==> config.mk <==
export PLATFORM = sky130hd
export DESIGN_NAME = vending_machine_param
export DESIGN_NICKNAME = d
export VERILOG_FILES = /design/src/rtl/vending_machine_param.sv
export SDC_FILE = /design/constraint.sdc
export NUM_CORES = 1
export LEC_CHECK = 0
export ABC_AREA = 0
export ABC_CLOCK_PERIOD_IN_PS = 5800
export CORE_UTILIZATION = 57
export CTS_BUF_LIST = sky130_fd_sc_hd__clkbuf_8
export DETAILED_ROUTE_END_ITERATION = 10
export PLACE_DENSITY = 0.87
export SKIP_LAST_GASP = 1
export SLEW_MARGIN = 25
export SYNTH_ARGS = -nofsm -noshare
export SYNTH_HDL_FRONTEND = slang
export SYNTH_SLANG_ARGS = --single-unit
==> constraint.sdc <==
create_clock -name clock -period 5.8 [get_ports clock]
set_clock_uncertainty 0.1 [all_clocks]
set_input_delay 0.58 -clock clock [delete_from_list [all_inputs] [get_ports clock]]
set_output_delay 0.58 -clock clock [all_outputs]
set_load 0.05 [all_outputs]
==> src/rtl/vending_machine_param.sv <==
`default_nettype none
// ============================================================================
//  Module      : vending_machine_param
//  Description : Parametrised vending-machine core. Accepts coin credit,
//                navigates a product selection, dispenses the selected item
//                for a fixed pulse length, and refunds change on cancel
//                (and optionally after each dispense).
//  Revision    : 1.0 - initial parametrised release
// ============================================================================
module vending_machine_param #(
    parameter int                         NUM_ITEMS       = 4,
    parameter int                         BAL_W           = 6,
    parameter int                         MAX_BALANCE     = 63,
    parameter int                         C_VALUE         = 5,
    parameter int                         U_VALUE         = 1,
    parameter logic [NUM_ITEMS*BAL_W-1:0] PRICES          = {6'd10, 6'd20, 6'd25, 6'd30},
    parameter int                         LED_W           = 10,
    parameter int                         LED_STEP        = 5,
    parameter int                         DISPENSE_CYCLES = 4,
    parameter int                         AUTO_CHANGE     = 0,
    localparam int                        SEL_W           = (NUM_ITEMS > 1) ? $clog2(NUM_ITEMS) : 1
) (
    input  logic                 clock,
    input  logic                 reset,
    input  logic                 c,
    input  logic                 u,
    input  logic                 cima,
    input  logic                 baixo,
    input  logic                 enter,
    input  logic                 cancelar,
    output logic [SEL_W-1:0]     sel,
    output logic [BAL_W-1:0]     saldo,
    output logic [LED_W-1:0]     led,
    output logic [NUM_ITEMS-1:0] produto,
    output logic                 sucesso,
    output logic [BAL_W-1:0]     troco,
    output logic                 troco_valid
);

    typedef enum logic [0:0] {
        S_IDLE     = 1'b0,
        S_DISPENSE = 1'b1
    } state_t;

    localparam int CNT_W = (DISPENSE_CYCLES > 1) ? $clog2(DISPENSE_CYCLES + 1) : 1;

    localparam logic [CNT_W-1:0] c_DISP_LOAD = CNT_W'(DISPENSE_CYCLES);
    localparam logic [CNT_W-1:0] c_DISP_LAST = CNT_W'(1);
    localparam logic [BAL_W:0]   c_C_VAL     = (BAL_W + 1)'(C_VALUE);
    localparam logic [BAL_W:0]   c_U_VAL     = (BAL_W + 1)'(U_VALUE);
    localparam logic [BAL_W:0]   c_MAX_BAL   = (BAL_W + 1)'(MAX_BALANCE);
    localparam logic [SEL_W-1:0] c_SEL_LAST  = SEL_W'(NUM_ITEMS - 1);

    // Button vector order: {cancelar, enter, baixo, cima, u, c}
    localparam int c_B_C     = 0;
    localparam int c_B_U     = 1;
    localparam int c_B_CIMA  = 2;
    localparam int c_B_BAIXO = 3;
    localparam int c_B_ENTER = 4;
    localparam int c_B_CANC  = 5;

    state_t                 r_state;
    logic [SEL_W-1:0]       r_sel;
    logic [BAL_W-1:0]       r_saldo;
    logic [NUM_ITEMS-1:0]   r_produto;
    logic                   r_sucesso;
    logic [BAL_W-1:0]       r_troco;
    logic                   r_troco_valid;
    logic [CNT_W-1:0]       r_cnt;
    logic [5:0]             r_btn_q;

    state_t                 w_state_nxt;
    logic [SEL_W-1:0]       w_sel_nxt;
    logic [BAL_W-1:0]       w_saldo_nxt;
    logic [NUM_ITEMS-1:0]   w_produto_nxt;
    logic                   w_sucesso_nxt;
    logic [BAL_W-1:0]       w_troco_nxt;
    logic                   w_troco_valid_nxt;
    logic [CNT_W-1:0]       w_cnt_nxt;

    logic [5:0]             w_btn;
    logic [5:0]             w_rise;
    logic [BAL_W:0]         w_coin_val;
    logic [BAL_W:0]         w_coin_sum;
    logic [BAL_W-1:0]       w_price;
    logic [NUM_ITEMS-1:0]   w_onehot;
    logic [BAL_W-1:0]       w_price_tbl [NUM_ITEMS];
    logic [31:0]            w_saldo_ext;

    assign w_btn  = {cancelar, enter, baixo, cima, u, c};
    // An event is a 0->1 transition relative to the previous clock's sample
    assign w_rise = w_btn & ~r_btn_q;

    // Both coin buttons rising together credit their sum as a single event
    assign w_coin_val = (w_rise[c_B_C] ? c_C_VAL : '0) + (w_rise[c_B_U] ? c_U_VAL : '0);
    assign w_coin_sum = {1'b0, r_saldo} + w_coin_val;

    generate
        for (genvar i = 0; i < NUM_ITEMS; i++) begin : g_price
            assign w_price_tbl[i] = PRICES[i*BAL_W +: BAL_W];
        end
    endgenerate

    assign w_price  = w_price_tbl[r_sel];
    assign w_onehot = NUM_ITEMS'(1) << r_sel;

    // Next-state and output decode; only the highest-priority event acts
    always_comb begin
        w_state_nxt       = r_state;
        w_sel_nxt         = r_sel;
        w_saldo_nxt       = r_saldo;
        w_produto_nxt     = r_produto;
        w_sucesso_nxt     = r_sucesso;
        w_troco_nxt       = r_troco;
        w_troco_valid_nxt = 1'b0;
        w_cnt_nxt         = r_cnt;

        case (r_state)
            S_IDLE: begin
                if (w_rise[c_B_CANC]) begin
                    if (r_saldo != '0) begin
                        w_troco_nxt       = r_saldo;
                        w_troco_valid_nxt = 1'b1;
                        w_saldo_nxt       = '0;
                    end
                    w_sucesso_nxt = 1'b1;
                end else if (w_rise[c_B_ENTER]) begin
                    if (r_saldo >= w_price) begin
                        w_saldo_nxt   = r_saldo - w_price;
                        w_produto_nxt = w_onehot;
                        w_sucesso_nxt = 1'b1;
                        w_cnt_nxt     = c_DISP_LOAD;
                        w_state_nxt   = S_DISPENSE;
                    end else begin
                        w_sucesso_nxt = 1'b0;
                    end
                end else if (w_rise[c_B_C] || w_rise[c_B_U]) begin
                    if (w_coin_sum <= c_MAX_BAL) begin
                        w_saldo_nxt   = w_coin_sum[BAL_W-1:0];
                        w_sucesso_nxt = 1'b1;
                    end else begin
                        w_sucesso_nxt = 1'b0;
                    end
                end else if (w_rise[c_B_CIMA] && !w_rise[c_B_BAIXO]) begin
                    w_sel_nxt = (r_sel == c_SEL_LAST) ? '0 : r_sel + SEL_W'(1);
                end else if (w_rise[c_B_BAIXO] && !w_rise[c_B_CIMA]) begin
                    w_sel_nxt = (r_sel == '0) ? c_SEL_LAST : r_sel - SEL_W'(1);
                end
            end

            S_DISPENSE: begin
                // Buttons are ignored here; the counter alone times the pulse
                if (r_cnt == c_DISP_LAST) begin
                    w_produto_nxt = '0;
                    w_state_nxt   = S_IDLE;
                    if ((AUTO_CHANGE != 0) && (r_saldo != '0)) begin
                        w_troco_nxt       = r_saldo;
                        w_troco_valid_nxt = 1'b1;
                        w_saldo_nxt       = '0;
                    end
                end else begin
                    w_cnt_nxt = r_cnt - CNT_W'(1);
                end
            end

            default: begin
                w_state_nxt   = S_IDLE;
                w_produto_nxt = '0;
            end
        endcase
    end

    // State register; button history keeps tracking even while dispensing
    always_ff @(posedge clock) begin
        if (reset) begin
            r_state       <= S_IDLE;
            r_sel         <= '0;
            r_saldo       <= '0;
            r_produto     <= '0;
            r_sucesso     <= 1'b0;
            r_troco       <= '0;
            r_troco_valid <= 1'b0;
            r_cnt         <= '0;
            r_btn_q       <= '0;
        end else begin
            r_state       <= w_state_nxt;
            r_sel         <= w_sel_nxt;
            r_saldo       <= w_saldo_nxt;
            r_produto     <= w_produto_nxt;
            r_sucesso     <= w_sucesso_nxt;
            r_troco       <= w_troco_nxt;
            r_troco_valid <= w_troco_valid_nxt;
            r_cnt         <= w_cnt_nxt;
            r_btn_q       <= w_btn;
        end
    end

    // Thermometer bargraph: LED k lights once the balance reaches (k+1) steps
    assign w_saldo_ext = 32'(r_saldo);

    generate
        for (genvar k = 0; k < LED_W; k++) begin : g_led
            localparam logic [31:0] c_THR = 32'((k + 1) * LED_STEP);
            assign led[k] = (w_saldo_ext >= c_THR);
        end
    endgenerate

    assign sel         = r_sel;
    assign saldo       = r_saldo;
    assign produto     = r_produto;
    assign sucesso     = r_sucesso;
    assign troco       = r_troco;
    assign troco_valid = r_troco_valid;

endmodule
`default_nettype wire

==> metrics.txt, run 1 <==
status=completed; Max Fclk=0.327 GHz; Period minus WS final=3.05 ns; Reg power frac=36.0%; number of flops mapped to enable cells by yosys=0; register area share after synthesis=roughly 32%; vias in the first global route=1,493; hold_sp=produto[2]; most frequent CP cell=inv_1; htree depth=2; layout cells sized above 1=9.43%; WHS Endpoint=produto[2]; number of antenna violations at the first check in global routing=0; largest net degree at the start of global routing=33; drt initial violations=65; commonest non-fill, non-tap cell in the layout=clkdlybuf4s50_1; Hold Path Cell Cnt=2; clock latency on the worst-skew pair=approximately 0.29 ns; Die ar.=around 0.0035 mm^2; diode count=0; setup TNS=0 ns; setup bufs post-CTS=0; Slowest cell on crit path=or3_2; IO buf count=37; antenna-violating nets left=0; total track usage=between 20% and 30%; post-synthesis net count=233; max-cap violations=0; core region area=a little over 0.003 mm^2; power density over the cells=290 mW/mm^2; Cells after Synth=~210; Max-slew headroom=45.0%; Synth-to-Final Area Change=24.3%; Vias/cell=5.58; Starting Density=60.4%; clk buf depth=2; hold_buf cts=0; Critical Path AT=3.16 ns; Hold Slack=roughly 0.37 ns; R2R Path End=saldo[5]; gr ovfl total=0; nets@finish=267; WL final=4000 um; final setup vio count=0; clk slew on worst S/H paths=0.07 ns; placer congestion estimate=0.882; R2R setup slack=2.75 ns; Clock Sinks=30; Async S/R FF share, synth=0%; 1st-pass router iterations=4; Static Leak=about 0.90 nW; critical-path maximum fanout=11; R2R depth=10; Sw Ratio=35.8%; Die W=~59 um; # DRC=0; final worst path period share=52.6%; Clk pwr share=30.8%; peak supply drop=roughly 0.00018 V; Psw=0.240 mW; Yosys Warn Count=0; via count=roughly 1.6k; worst r2r src=sel[0]; mean area per synthesized cell=8.90 um^2; internal power=0.431 mW; first-pass GRT wire length=about 6700 um; CP Launch Type=flop; Synth cell types=52; worst-margin pin slew=0.824 ns; max-slew violations=0; Post-CTS Resized=0; dpl hpwl=2990 um; most frequent cells in the layout=clkdlybuf4s50_1 (36), dfxtp_1 (30), nor2_1 (22), nand2_1 (14), ha_1 (14); final hold violations=0; drt wl/cell=about 14 um; row count=20; CP endpoint kind=flop; IO Pins=38; cell area after synthesis=0.00186 mm^2; Combinational Power Share=33.3%; Worst Path Required=5.91 ns; CTS tree=done; CP Class=flop to flop; Hold Path Class=flop to flop; Worst path max stage delay=0.52 ns; crit path cell chain=inv_1, ha_1, inv_1, fa_1, nor2b_1, o31a_1, or3_4, nand4_4, or3_2, a211oi_2; Die Y-Extent=approximately 60 um; clk root buf=clkbuf_8; Num CTS Buffers=5; Synth Flop Type=dfxtp_1; Yosys reg bits=30; RSZ-0062 raised after global routing=false
[final cells by class]
class | instances | area, um^2
clock inverters | 3 | 40.0
repair buffers | 37 | 365
multi-input cells | 159 | 1140
clock buffers | 5 | 68.8
fillers | 246 | 766
inverters | 10 | 37.5
flip-flops and latches | 30 | 601
well taps | 44 | 55.1
[registers in the layout, indices dropped and copies added, names as in the netlist]
register	count
troco_valid	1
produto	4
r_state	1
r_btn_q	6
saldo	6
sucesso	1
r_cnt	3
troco	6
sel	2
[how the worst max path moves through the flow]
stage	start	endpoint	slack, ns
2_1_floorplan	saldo[3]	led[8]	2.46
3_3_place_gp	c	saldo[5]	2.64
3_5_place_dp	c	saldo[5]	2.53
4_1_cts	sel[0]	saldo[5]	2.76
5_1_grt	sel[0]	saldo[5]	2.57
6_report	sel[0]	saldo[5]	2.75
[power groups by stage]
stage	clock [mW]	sequential, mW	combinational [mW]
finish	0.206	0.241	0.223
global route	0.221	0.244	0.240
CTS	0.212	0.241	0.223
detailed placement	0	0.245	0.222
global placement	0	0.245	0.218
floorplan	0	0.266	0.151
[cells by family after synthesis]
kind of cell    share of synthesized area (%)
flops                                    32.3
fa+ha+maj                                11.6
xor+xnor                                 1.88
mux                                      4.30
compound gates                           19.4
simple gates                             24.3
buf+inv                                  6.19
[metal layers]
layer / part of all wire [%] / up-vias / GRT usage, % / wire length (um)
met5: 0 / - / 0 / 0
met4: 1.9 / 0 / 16.7 / 76
met3: 4.9 / 8 / 5.24 / 196
met2: 47 / 49 / 39.6 / 1890
met1: 46 / 751 / 34.4 / 1840
li1: - / 800 / - / -
[worst max-delay path, delay by kind of cell (launching register included)]
family	cells	cell delay, ns
AOI/OAI and AO/OA	2	0.45
and+or+nand+nor	4	1.07
DFF	1	0.41
buffers and inverters	2	0.17
adders and majority gates	2	0.78
[synth_stat cells, drive strengths merged (3+ instances only)]
cell / number / area (um^2)
nor2: 23 / 93.8
nand2: 14 / 52.6
a21oi: 13 / 65.1
a31oi: 3 / 33.8
nor2b: 10 / 62.6
o21a: 3 / 22.5
ha: 14 / 175
dfxtp: 30 / 601
o21ai: 8 / 43.8
or3: 3 / 25.0
inv: 10 / 37.5
a211oi: 7 / 72.6
mux2i: 8 / 80.1
nand3: 6 / 30.0
nor3: 6 / 30.0
buf: 7 / 61.3
nand2b: 12 / 82.6
[stage by stage]
step           worst slack [ns]  area, um^2  util, %  instances  power (mW)
6_report                   2.75        2310     75.1        288       0.671
4_1_cts                    2.76        2310     75.1        288       0.676
5_1_grt                    2.57        2310     75.1        288       0.705
3_3_place_gp               2.64        2210     71.7        280       0.464
3_5_place_dp               2.53        2200     71.6        280       0.467
2_1_floorplan              2.46        1860        -        209       0.417
Power figures use the tool's default switching activity.
==> run 2, diff against run 1 <==
--- a/config.mk
+++ b/config.mk
@@ -6,11 +6,11 @@
 export NUM_CORES = 1
 export LEC_CHECK = 0
 export ABC_AREA = 0
-export ABC_CLOCK_PERIOD_IN_PS = 5800
-export CORE_UTILIZATION = 57
+export ABC_CLOCK_PERIOD_IN_PS = 2500
+export CORE_UTILIZATION = 48
 export CTS_BUF_LIST = sky130_fd_sc_hd__clkbuf_8
 export DETAILED_ROUTE_END_ITERATION = 10
-export PLACE_DENSITY = 0.87
+export PLACE_DENSITY = 0.78
 export SKIP_LAST_GASP = 1
 export SLEW_MARGIN = 25
 export SYNTH_ARGS = -nofsm -noshare
==> constraint.sdc (replaced) <==
create_clock -name clock -period 2.5 [get_ports clock]
set_clock_uncertainty 0.1 [all_clocks]
set_input_delay 0.25 -clock clock [delete_from_list [all_inputs] [get_ports clock]]
set_output_delay 0.25 -clock clock [all_outputs]
set_load 0.05 [all_outputs]
==> run 2 against run 1 <==
Against the previous run: cell area rose by 19%; wire length grew 28%; register-to-register slack got worse by 2.7 ns; count of clock-buffer cells in the layout is 1 higher; highest routed layer unchanged.
==> metrics.txt, run 2 (synthesized netlist as in run 1, its figures left out) <==
status=completed; htree depth=2 (unchanged); clk root buf=clkbuf_8; drt wl/cell=15.4 um (+11%); Period minus WS final=2.49 ns (-0.560 ns); WL final=5130 um (+28%); vias in the first global route=1,734 (+16%); total power draw=1.66 mW (+150%); GR met1 Demand/Resource=32.3% (-2.1 points); Critical Path AT=2.60 ns (-0.56 ns); Die ar.=0.00413 mm^2 (+18%); Num CTS Buffers=5 (unchanged); CTS tree=done; critical path endpoint=saldo[5]; final setup vio count=0 (unchanged); Max Fclk=0.401 GHz (+22%); RSZ-0062 raised after global routing=true; IO buf count=37 (unchanged); Starting Density=50.4% (-10 points); fillers=277 (+13%); antenna-violating nets left=0 (unchanged); Placed Area=0.00250 mm^2 (+14%); CP Launch Type=flop; diode count=0 (unchanged); R2R depth=11 (+1); Hold Slack=0.372 ns (+0.00603 ns); dpl cells=314 (+12%); IO Pins=38 (unchanged); clock latency on the worst-skew pair=0.29 ns (about the same); largest net degree at the start of global routing=15 (-55%); commonest non-fill, non-tap cell in the layout=buf_4; total track usage=25.2% (-1.1 points); clk slew on worst S/H paths=0.06 ns (about the same); Max-slew headroom=62.1% (+17 points); layout cells sized above 1=28.7% (+19 points); R2R setup slack=0.007 ns (-2.74 ns); Clock Sinks=30 (unchanged); Die W=64.3 um (+8.7%); max-slew violations=0 (unchanged); max-cap violations=0 (unchanged); Vias/cell=5.51 (-1.3%); most frequent cells in the layout=buf_4 (41), clkdlybuf4s50_1 (35), dfxtp_1 (25), nor2_1 (21), nand2_1 (14); Worst Path Required=2.60 ns (-3.31 ns); worst r2r src=sel[0]; via count=1,840 (+14%); first-pass GRT wire length=7840 um (+17%); # DRC=0 (unchanged); gr ovfl total=0 (unchanged); Sequential Area=614 um^2 (+2.3%); drt initial violations=93 (+43%); final hold violations=0 (unchanged); Multi-input gate area=0.00124 mm^2 (+8.5%); placer congestion estimate=0.867 (-1.7%); GRT Max-Usage Layer=met2; Critical path origin=sel[0]; Synth-to-Final Area Change=47.7%; worst-margin pin slew=0.567 ns (-0.257 ns); hold_buf cts=0 (unchanged); core region area=0.00369 mm^2 (+20%); Layout Cells excl Fill=334 (+16%); row count=22 (+10%); peak supply drop=0.000434 V (+140%); met3 usage=6.25% (+1.0 points); fin area=0.00275 mm^2 (+19%); CP Class=flop to flop; Static Leak=1.14 nW (+27%); Die Y-Extent=64.3 um (+8.7%); Hold Path Class=flop to flop; 1st-pass router iterations=4 (unchanged); clk buf depth=2 (unchanged); number of antenna violations at the first check in global routing=0 (unchanged); nets@finish=310 (+16%); power density over the cells=603 mW/mm^2 (+110%); dpl hpwl=3530 um (+18%); critical-path maximum fanout=7 (-4); met2 usage=39.1% (-0.53 points); CP endpoint kind=flop; final worst path period share=99.7% (+47 points); R2R Path End=saldo[5]
run 2: worst min path at each step:
stage                          start         end  slack, ns  depth (start not counted)
after floorplan                    c  r_btn_q[0]       0.28                          1
after global placement    produto[0]  produto[0]       0.36                          2
after detailed placement     sucesso     sucesso       0.37                          2
after CTS                 produto[2]  produto[2]       0.37                          2
after global routing      produto[1]  produto[1]       0.39                          2
final                     produto[1]  produto[1]       0.37                          2
run 2: what timing repair did:
action / in CTS / in global routing
setup endpoints to repair: 1 / 8
gates resized for setup: 1 / 12
pin swaps: 3 / 10
buffers inserted: 8 / 5
run 2: layout make-up:
type                       instances  area share (%)
clock inverter                     1           0.137
tap                               48            2.18
multi-input combinational        159            45.2
clock buffer                       6            3.00
timing repair buffer              80            25.7
sequential                        30            22.3
inverter                          10            1.46
run 2: through the flow:
step | worst slack [ns] | utilization (%) | setup TNS [ns]
CTS | 0.00550 | 71.9 | 0
global route | -0.0937 | 74.5 | -0.412
floorplan | -0.0341 | - | -0.0470
global placement | -0.168 | 67.9 | -0.755
detailed placement | -0.230 | 67.9 | -1.17
finish | 0.00672 | 74.5 | 0
run 2: where the power goes:
| group | switching (mW) | total, mW | internal (mW) |
|---|---|---|---|
| Clock | 0.173 | 0.387 | 0.214 |
| Combinational | 0.397 | 0.728 | 0.331 |
| Sequential | 0.0328 | 0.544 | 0.511 |
| Total | 0.603 | 1.66 | 1.06 |
run 2: layer usage:
metal  vias up  part of all wire (%)
met5         -                     0
met4         0                   3.1
met3        15                   5.3
met2        59                    49
met1       880                    42
li1        886                     -
run 2: critical path, stage by stage, from the launching register on:
cell      delay [ns]
dfxtp_4         0.38
inv_4           0.05
ha_4            0.17
nor2_4          0.13
ha_4            0.22
buf_6           0.11
a311o_1         0.36
or3_4           0.40
nand4_4         0.12
buf_6           0.11
o21ai_2         0.04
a211oi_2        0.21
